--- src/rtl/modarith_pkg.sv ---
// Shared definitions for the modular coefficient arithmetic datapath:
// default field sizes, the 2-bit opcode encoding and the coefficient type.
package modarith_pkg;

  localparam int unsigned W_DEF     = 12;
  localparam int unsigned Q_DEF     = 3329;
  localparam int unsigned LANES_DEF = 4;

  typedef enum logic [1:0] {
    OP_ADD  = 2'b00,
    OP_SUB  = 2'b01,
    OP_NEG  = 2'b10,
    OP_PASS = 2'b11
  } op_e;

  typedef logic [W_DEF-1:0] coef_t;

endpackage

--- src/rtl/modaddsub_lane.sv ---
// One coefficient lane: computes the raw and corrected sums on the input side
// and picks the reduced result from the registered values on the output side.
module modaddsub_lane
  import modarith_pkg::*;
#(
  parameter int unsigned W = W_DEF,
  parameter int unsigned Q = Q_DEF
) (
  input  op_e          op_p0,
  input  logic [W-1:0] a_p0,
  input  logic [W-1:0] b_p0,
  output logic [W:0]   raw_p0,
  output logic [W-1:0] corr_p0,
  input  op_e          op_p1,
  input  logic [W-1:0] a_p1,
  input  logic [W:0]   raw_p1,
  input  logic [W-1:0] corr_p1,
  output logic [W-1:0] c_p1
);

  localparam logic [W:0]   QX = (W+1)'(Q);
  localparam logic [W-1:0] QW = W'(Q);

  function automatic logic [W:0] raw_calc(input op_e op, input logic [W-1:0] a,
                                          input logic [W-1:0] b);
    case (op)
      OP_ADD:  return {1'b0, a} + {1'b0, b};
      OP_SUB:  return {1'b0, a} - {1'b0, b};
      default: return '0;
    endcase
  endfunction

  // The correction is only ever needed modulo 2^W, so the top bit is dropped.
  function automatic logic [W-1:0] corr_calc(input op_e op, input logic [W:0] raw);
    case (op)
      OP_ADD:  return W'(raw - QX);
      OP_SUB:  return W'(raw + QX);
      default: return '0;
    endcase
  endfunction

  function automatic logic [W-1:0] mod_select(input op_e op, input logic [W-1:0] a,
                                              input logic [W:0] raw,
                                              input logic [W-1:0] corr);
    case (op)
      OP_ADD:  return (raw >= QX) ? corr : raw[W-1:0];
      OP_SUB:  return raw[W] ? corr : raw[W-1:0];
      OP_NEG:  return (a == '0) ? '0 : W'(QW - a);
      default: return a;
    endcase
  endfunction

  // ---- stage p0 -> p1: raw/corrected values ----
  assign raw_p0  = raw_calc(op_p0, a_p0, b_p0);
  assign corr_p0 = corr_calc(op_p0, raw_p0);

  // ---- stage p1 -> p2: reduction select ----
  assign c_p1 = mod_select(op_p1, a_p1, raw_p1, corr_p1);

endmodule

--- src/rtl/modaddsub_pipe.sv ---
// Two-stage LANES-wide modular add/sub/negate/pass unit with valid/ready on
// both sides and a sticky range-error flag for non-canonical operands.
module modaddsub_pipe
  import modarith_pkg::*;
#(
  parameter int unsigned W     = W_DEF,
  parameter int unsigned Q     = Q_DEF,
  parameter int unsigned LANES = LANES_DEF
) (
  input  logic               clk,
  input  logic               rst_n,
  input  logic               in_valid,
  output logic               in_ready,
  input  logic [1:0]         in_op,
  input  logic [LANES*W-1:0] in_a,
  input  logic [LANES*W-1:0] in_b,
  output logic               out_valid,
  input  logic               out_ready,
  output logic [LANES*W-1:0] out_c,
  output logic               err_range,
  input  logic               clr_err
);

  localparam int unsigned LW  = LANES * W;
  localparam int unsigned LRW = LANES * (W + 1);
  localparam logic [W-1:0] QW = W'(Q);

  op_e             op_p0;
  logic [LRW-1:0]  raw_p0;
  logic [LW-1:0]   corr_p0;
  logic [LW-1:0]   c_p1;
  logic [LANES-1:0] bad_lane;

  logic            vld_p1_q, vld_p1_d;
  logic            vld_p2_q, vld_p2_d;
  logic            err_q, err_d;
  logic [LW-1:0]   out_c_q, out_c_d;
  op_e             op_p1_q, op_p1_d;
  logic [LW-1:0]   a_p1_q, a_p1_d;
  logic [LRW-1:0]  raw_p1_q, raw_p1_d;
  logic [LW-1:0]   corr_p1_q, corr_p1_d;

  logic s2_adv, s1_move, in_xfer;

  assign op_p0 = op_e'(in_op);

  for (genvar i = 0; i < LANES; i++) begin : g_lane
    modaddsub_lane #(
      .W (W),
      .Q (Q)
    ) u_lane (
      .op_p0   (op_p0),
      .a_p0    (in_a[i*W +: W]),
      .b_p0    (in_b[i*W +: W]),
      .raw_p0  (raw_p0[i*(W+1) +: (W+1)]),
      .corr_p0 (corr_p0[i*W +: W]),
      .op_p1   (op_p1_q),
      .a_p1    (a_p1_q[i*W +: W]),
      .raw_p1  (raw_p1_q[i*(W+1) +: (W+1)]),
      .corr_p1 (corr_p1_q[i*W +: W]),
      .c_p1    (c_p1[i*W +: W])
    );

    // B only matters to add/sub, so it is range-checked only for those ops.
    assign bad_lane[i] = (in_a[i*W +: W] >= QW) ||
                         (((op_p0 == OP_ADD) || (op_p0 == OP_SUB)) && (in_b[i*W +: W] >= QW));
  end

  assign s2_adv   = !vld_p2_q || out_ready;
  assign s1_move  = vld_p1_q && s2_adv;
  assign in_ready = !vld_p1_q || s1_move;
  assign in_xfer  = in_valid && in_ready;

  always_comb begin
    vld_p1_d  = vld_p1_q;
    vld_p2_d  = vld_p2_q;
    err_d     = err_q;
    out_c_d   = out_c_q;
    op_p1_d   = op_p1_q;
    a_p1_d    = a_p1_q;
    raw_p1_d  = raw_p1_q;
    corr_p1_d = corr_p1_q;

    // ---- stage p0 -> p1: accept ----
    if (in_xfer) begin
      vld_p1_d  = 1'b1;
      op_p1_d   = op_p0;
      a_p1_d    = in_a;
      raw_p1_d  = raw_p0;
      corr_p1_d = corr_p0;
    end else if (s1_move) begin
      vld_p1_d = 1'b0;
    end

    // ---- stage p1 -> p2: output register; holds while stalled ----
    if (s2_adv) begin
      vld_p2_d = vld_p1_q;
    end
    if (s1_move) begin
      out_c_d = c_p1;
    end

    if (in_xfer && (|bad_lane)) begin
      err_d = 1'b1;
    end else if (clr_err) begin
      err_d = 1'b0;
    end
  end

  always_ff @(posedge clk or negedge rst_n) begin
    if (!rst_n) begin
      vld_p1_q <= 1'b0;
      vld_p2_q <= 1'b0;
      err_q    <= 1'b0;
      out_c_q  <= '0;
    end else begin
      vld_p1_q <= vld_p1_d;
      vld_p2_q <= vld_p2_d;
      err_q    <= err_d;
      out_c_q  <= out_c_d;
    end
  end

  always_ff @(posedge clk) begin
    op_p1_q   <= op_p1_d;
    a_p1_q    <= a_p1_d;
    raw_p1_q  <= raw_p1_d;
    corr_p1_q <= corr_p1_d;
  end

  assign out_valid = vld_p2_q;
  assign out_c     = out_c_q;
  assign err_range = err_q;

endmodule

--- config.mk ---
export PLATFORM = sky130hd
export DESIGN_NAME = modaddsub_pipe
export DESIGN_NICKNAME = d
export VERILOG_FILES = /design/src/rtl/modarith_pkg.sv /design/src/rtl/modaddsub_lane.sv /design/src/rtl/modaddsub_pipe.sv
export SDC_FILE = /design/constraint.sdc
export NUM_CORES = 1
export LEC_CHECK = 0
export CORE_MARGIN = 10
export CORE_UTILIZATION = 50
export CTS_BUF_LIST = sky130_fd_sc_hd__clkbuf_2 sky130_fd_sc_hd__clkbuf_4 sky130_fd_sc_hd__clkbuf_8
export DETAILED_ROUTE_END_ITERATION = 6
export GPL_TIMING_DRIVEN = 0
export PLACE_DENSITY_LB_ADDON = 0.12
export SLEW_MARGIN = 20
export SYNTH_ARGS = -nofsm -noshare
export SYNTH_HDL_FRONTEND = slang
export SYNTH_SLANG_ARGS = --single-unit
export TNS_END_PERCENT = 100
--- constraint.sdc ---
create_clock -name clk -period 12.6 [get_ports clk]
set_input_delay 1.26 -clock clk [delete_from_list [all_inputs] [get_ports clk]]
set_output_delay 1.26 -clock clk [all_outputs]
set_load 0.03 [all_outputs]
==> flow_summary.json <==
{
  "leakagePower_nw": 7.03,
  "async_flop_share": 0.254,
  "clk_pin_slew_ns": 0.06,
  "crit_chain": "clkdlybuf4s50_1 -> clkinv_1 -> nand2_1 -> inv_1 -> clkbuf_1 -> buf_1 -> a21oi_1 -> xnor2_1 -> ha_1 -> a21oi_1 -> nand2_1 -> o21a_1 -> a21o_1 -> a21oi_1 -> mux2_2 -> ha_1 -> and3_1 -> o211a_1 -> or3_1 -> a211o_1 -> a21oi_1",
  "critical-path-top-delay-family": "buffers and inverters",
  "rsz0062_at_grt": "no",
  "syn_area_mm2": 0.0151,
  "crit_path_end_kind": "flop",
  "routedWlPerCell_um": 23.3,
  "critPathRequiredTime_ns": 12.96,
  "drt_iter0_drc": 1139,
  "start_kind": "input pin",
  "yosysWarnings": 0,
  "cp_num_buf_inv": 5,
  "slowest_delay_ns": 1.11,
  "setup_viol": 0,
  "synthFlopType": "edfxtp_1",
  "synth_edf_count": 150,
  "mostFrequentLayoutCells": "173 x nor2_1, 152 x clkdlybuf4s50_1, 150 x edfxtp_1",
  "slew_headroom": 0.225,
  "fillers": 2608,
  "multi_input_area_mm2": 0.00890,
  "grt_pass1_wl_mm": 78.1,
  "finalWirelength_mm": 51.6,
  "period_share": 0.675,
  "crit_top_cell": "a21oi_1",
  "cts.sink_count": 201,
  "port_buffers": 153,
  "seqCellArea_mm2": 0.00578,
  "io_pins": 154,
  "hold_ws_ns": 0.482,
  "fin_tns_setup_ns": 0,
  "cts_tree": "built",
  "hold_violations": 0,
  "rows": 63,
  "nets": 2007,
  "status": "finished clean",
  "layout_commonest_cell": "nor2_1",
  "h-tree-depth": 2,
  "post-route-util": 0.604,
  "synth.net_count": 1811,
  "root_buffer": "clkbuf_8",
  "clk_latency_ns": 0.56,
  "vdd_drop_max_v": 0.0000612,
  "grt_max_degree": 49,
  "finalMaxSlewViolations": 0,
  "num_vias": 13700,
  "clock_skew_ns": 0.0226,
  "clk_path_buf_depth": 3,
  "cp.arrival_ns": 8.87,
  "initial_core_util": 0.508,
  "cap_viol_max_count": 0,
  "dieHeight_um": 194,
  "vias_per_cell": 6.18,
  "tightest_slew_ns": 1.16,
  "hpwl_mm": 38.8,
  "fin_cells": 2212,
  "fmax_mhz": 118,
  "synth_cells": 1598,
  "syn_avg_cell_area_um2": 9.44,
  "ant_nets": 0,
  "dr.pass1.iters": 6,
  "postCtsSetupBuffers": 0,
  "core_region_area_mm2": 0.0297,
  "fin_crit_ns": 8.51,
  "seq_area_frac_synth": 0.383,
  "cts_hold_buffers": 0,
  "critPathKind": "in2reg",
  "dp_cells": 2145,
  "synth_cell_types": 83,
  "p_per_area_mw_per_mm2": 138,
  "ys_seq_elements": 201,
  "track_usage": 0.262,
  "grt_pass1_vias": 13400,
  "antenna_found_initial": 2,
  "critical_path.max_fanout": 10,
  "cts_inserted_buffers": 37,
  "area_delta_synth_final_pct": 19.0,
  "grt.overflow.total": 0,
  "hold_class": "reg2reg",
  "diodes": 0,
  "cts.repair.resized": 0,
  "fp.dieW_um": 194,
  "drcViolationCount": 0,
  "cp_slowest_cell": "clkdlybuf4s50_1",
  "final_layout_size_suffix_gt1_frac": 0.0746,
  "dieArea_mm2": 0.0375,
  "gp_congestion": 0.960
}
cell type report:
| class | count | share of cell area |
|---|---|---|
| plain buffers | 61 | 0.0138 |
| clock buffers | 53 | 0.0368 |
| clock inverters | 14 | 0.00495 |
| well taps | 390 | 0.0272 |
| flip-flops and latches | 201 | 0.322 |
| inverters | 44 | 0.00920 |
| multi-input cells | 1292 | 0.496 |
| repair buffers | 157 | 0.0901 |
path summary, 6_finish.rpt:
kind	start	to	slack [ns]	cells after the start
max in group asynchronous	rst_n	out_c[23]	11.60	2
worst max register to register	op_p1_q[0]	out_c[19]	9.80	7
worst min-delay path	out_c[28]	out_c[28]	0.48	2
worst max-delay path	in_op[1]	corr_p1_q[11]	4.09	21
min in group asynchronous	rst_n	out_c[1]	0.52	1
worst min register to register	out_c[28]	out_c[28]	0.48	2
state kept, by name, indices dropped and copies added (netlist names):
signal and count:
vld_p1_q 1, a_p1_q 48, corr_p1_q 48, out_valid 1, err_range 1, raw_p1_q 52, op_p1_q 2, out_c 48
kinds of logic after synthesis:
group                      count (synthesis)  share of synthesized area
AOI/OAI and AO/OA                        483                      0.209
xor gates and xnor gates                 120                     0.0706
adders and majority gates                110                     0.0952
buffers and inverters                    105                     0.0270
DFF                                      201                      0.383
muxes                                     77                     0.0541
and+or+nand+nor                          502                      0.160
power by group:
part / internal (W) / switching (W)
registers: 0.000830 / 0.0000729
logic: 0.000396 / 0.000530
clock network: 0.000358 / 0.000289
total: 0.00158 / 0.000892
synth_stat cells, types with 16 or more instances:
library cell	count	area [µm²]
a211oi_1	26	195
a21o_1	40	300
a21oi_1	120	601
a31oi_1	29	181
clkbuf_1	47	176
dfrtp_1	51	1280
edfxtp_1	150	4500
ha_1	102	1280
inv_1	41	154
mux2_2	32	360
mux2i_1	44	440
nand2_1	116	435
nor2_1	174	653
nor2b_1	43	269
nor3_1	33	165
nor4_1	27	169
o21a_1	18	135
o21ai_0	112	561
o31ai_1	16	120
or3_1	17	106
xnor2_1	76	666
xor2_1	43	377
stage by stage:
step	power [W]	cell area, µm²	setup slack (ns)
floorplan	0.00152	15100	6.42
global placement	0.00181	17100	2.46
detailed placement	0.00183	17200	3.88
CTS	0.00247	17900	4.54
global route	0.00260	17900	4.09
finish	0.00248	17900	4.09
worst reg2reg max path, cell delays in order, from the launching register on:
cell and delay, ns:
edfxtp_1 0.36, clkbuf_1 0.20, nor2_1 0.74, clkbuf_1 0.77, nand2_1 0.11, a21oi_1 0.16, a31oi_1 0.06, a31oi_1 0.29
per-layer routing:
layer / up-vias / global-route usage / wire length, µm
li1: 6402 / - / -
met1: 6562 / 0.331 / 21600
met2: 576 / 0.435 / 24500
met3: 123 / 0.0424 / 3670
met4: 0 / 0.109 / 1880
met5: - / 0 / 0
Power figures use the tool's default switching activity.
==> edit: new RTL, same flow settings <==
Put one more register stage on the output `err_range`, without a reset. The value now appears one clock later. The other outputs are not delayed to match.
--- a/src/rtl/modaddsub_pipe.sv
+++ b/src/rtl/modaddsub_pipe.sv
@@ -130,7 +130,9 @@
 
   assign out_valid = vld_p2_q;
   assign out_c     = out_c_q;
-  assign err_range = err_q;
+  always_ff @(posedge clk) begin
+    err_range <= err_q;
+  end
 
 endmodule
 
Behaviour: not the same (Yosys sat finds a counterexample within 4 cycles, from zero or initial values and one cycle with rst_n low).
==> edit against the unedited design <==
- setup slack better by 0.68 ns
- power is 1.1% higher
- routed wire length is 3.3% higher
- worst hold slack worse by 0.11 ns
- sequential cell count is 1 higher
- utilization is 0.28 points higher
- area after synthesis is 0.67% higher
- global-route usage is 0.76 points higher
- combinational power hardly changed
- critical path depth is 1 lower
- first-iteration DRC count is 8.6% higher
- cell area is 0.72% higher
- critical path type unchanged
- highest routed layer is now met5
==> edit: results (changes against the unedited design) <==
synth cell count leaders=nor2_1, edfxtp_1, a21oi_1, nand2_1, ha_1; DR pass1 iterations=5 (-1); multi-input combinational cell area=0.008929 sq mm (+0.34%); Placer Congestion=0.9495 (-1.0%); net switching power figure=0.8954 mW (+0.38%); worst vdd ir=0.09293 mV (+52%); multi-input gate share of total cell area=0.4939 (-0.001907); Placement Setup Slack=4.395 ns (+0.5188 ns); synthesized netlist cell count=1594 (-0.25%); total wire length=53340 microns (+3.3%); DR top layer=met5; clock network contribution to total cell area=0.04264 (+0.0008761); hold slack=0.3758 ns (-0.1060 ns); gr usage total=0.2694 (+0.007596); met1 wire length=21470 microns (-0.76%); FF+latch count=202 (+0.50%); Worst Skew=0.02758 ns (+0.004956 ns); Mapped Nets=1807 (-0.22%); outcome=completed; dpl hpwl=39760 microns (+2.5%); met3 WL=5111 microns (+39%); Via density=6.261 (+1.4%); largest net degree at the start of global routing=50 (+2.0%); Seq/Total Area, Yosys=0.3820 (-0.001240); asr flop ratio synth=0.2525 (-0.001256); main area contributors after synthesis=edfxtp_1, dfrtp_1, ha_1; first-pass GRT wire length=80590 microns (+3.2%); met2 Usage GRT=0.4324 (-0.002898); Leak=7.116 nW (+1.2%); average routed wire per standard cell=24.15 microns (+3.4%); Net count, final=2004 (-0.15%); Util after Layout=0.6067 (+0.002770); worst-path fanout max=45 (+35); cts bufs inserted=38 (+2.7%); clk_buf instances=49 (-7.5%); clk_lat worst skew=0.54 ns (-0.02 ns); overall power=2.503 mW (+1.1%); Initial DRC Count=1237 (+8.6%)
## edit: changes by cell type in the layout (fill, tap and decap cells not counted), moves of 8 or more
cell,change
nor2_1,+11
o221ai_1,+8
nand2_1,-10
mux2i_1,+9
o21ai_0,-25
a21oi_1,-13
o21bai_1,+8
## edit: power groups by stage
stage / clock network (mW) / logic (mW) / registers [mW]
final: 0.665 / 0.928 / 0.909
after global routing: 0.702 / 1.01 / 0.917
after floorplan: 0 / 0.551 / 0.963
after detailed placement: 0 / 0.914 / 0.919
after CTS: 0.672 / 0.919 / 0.906
after global placement: 0 / 0.897 / 0.923
## edit: logic make-up after synthesis
| family | Yosys count | share of synthesized area |
|---|---|---|
| flip-flops | 202 | 0.3820 |
| AND/OR/NAND/NOR | 499 | 0.1590 |
| buffers and inverters | 109 | 0.03024 |
| AO/OA/AOI/OAI | 475 | 0.2085 |
| XOR/XNOR | 112 | 0.06551 |
| adder cells (fa/ha/maj) | 110 | 0.09460 |
| multiplexers | 87 | 0.06016 |
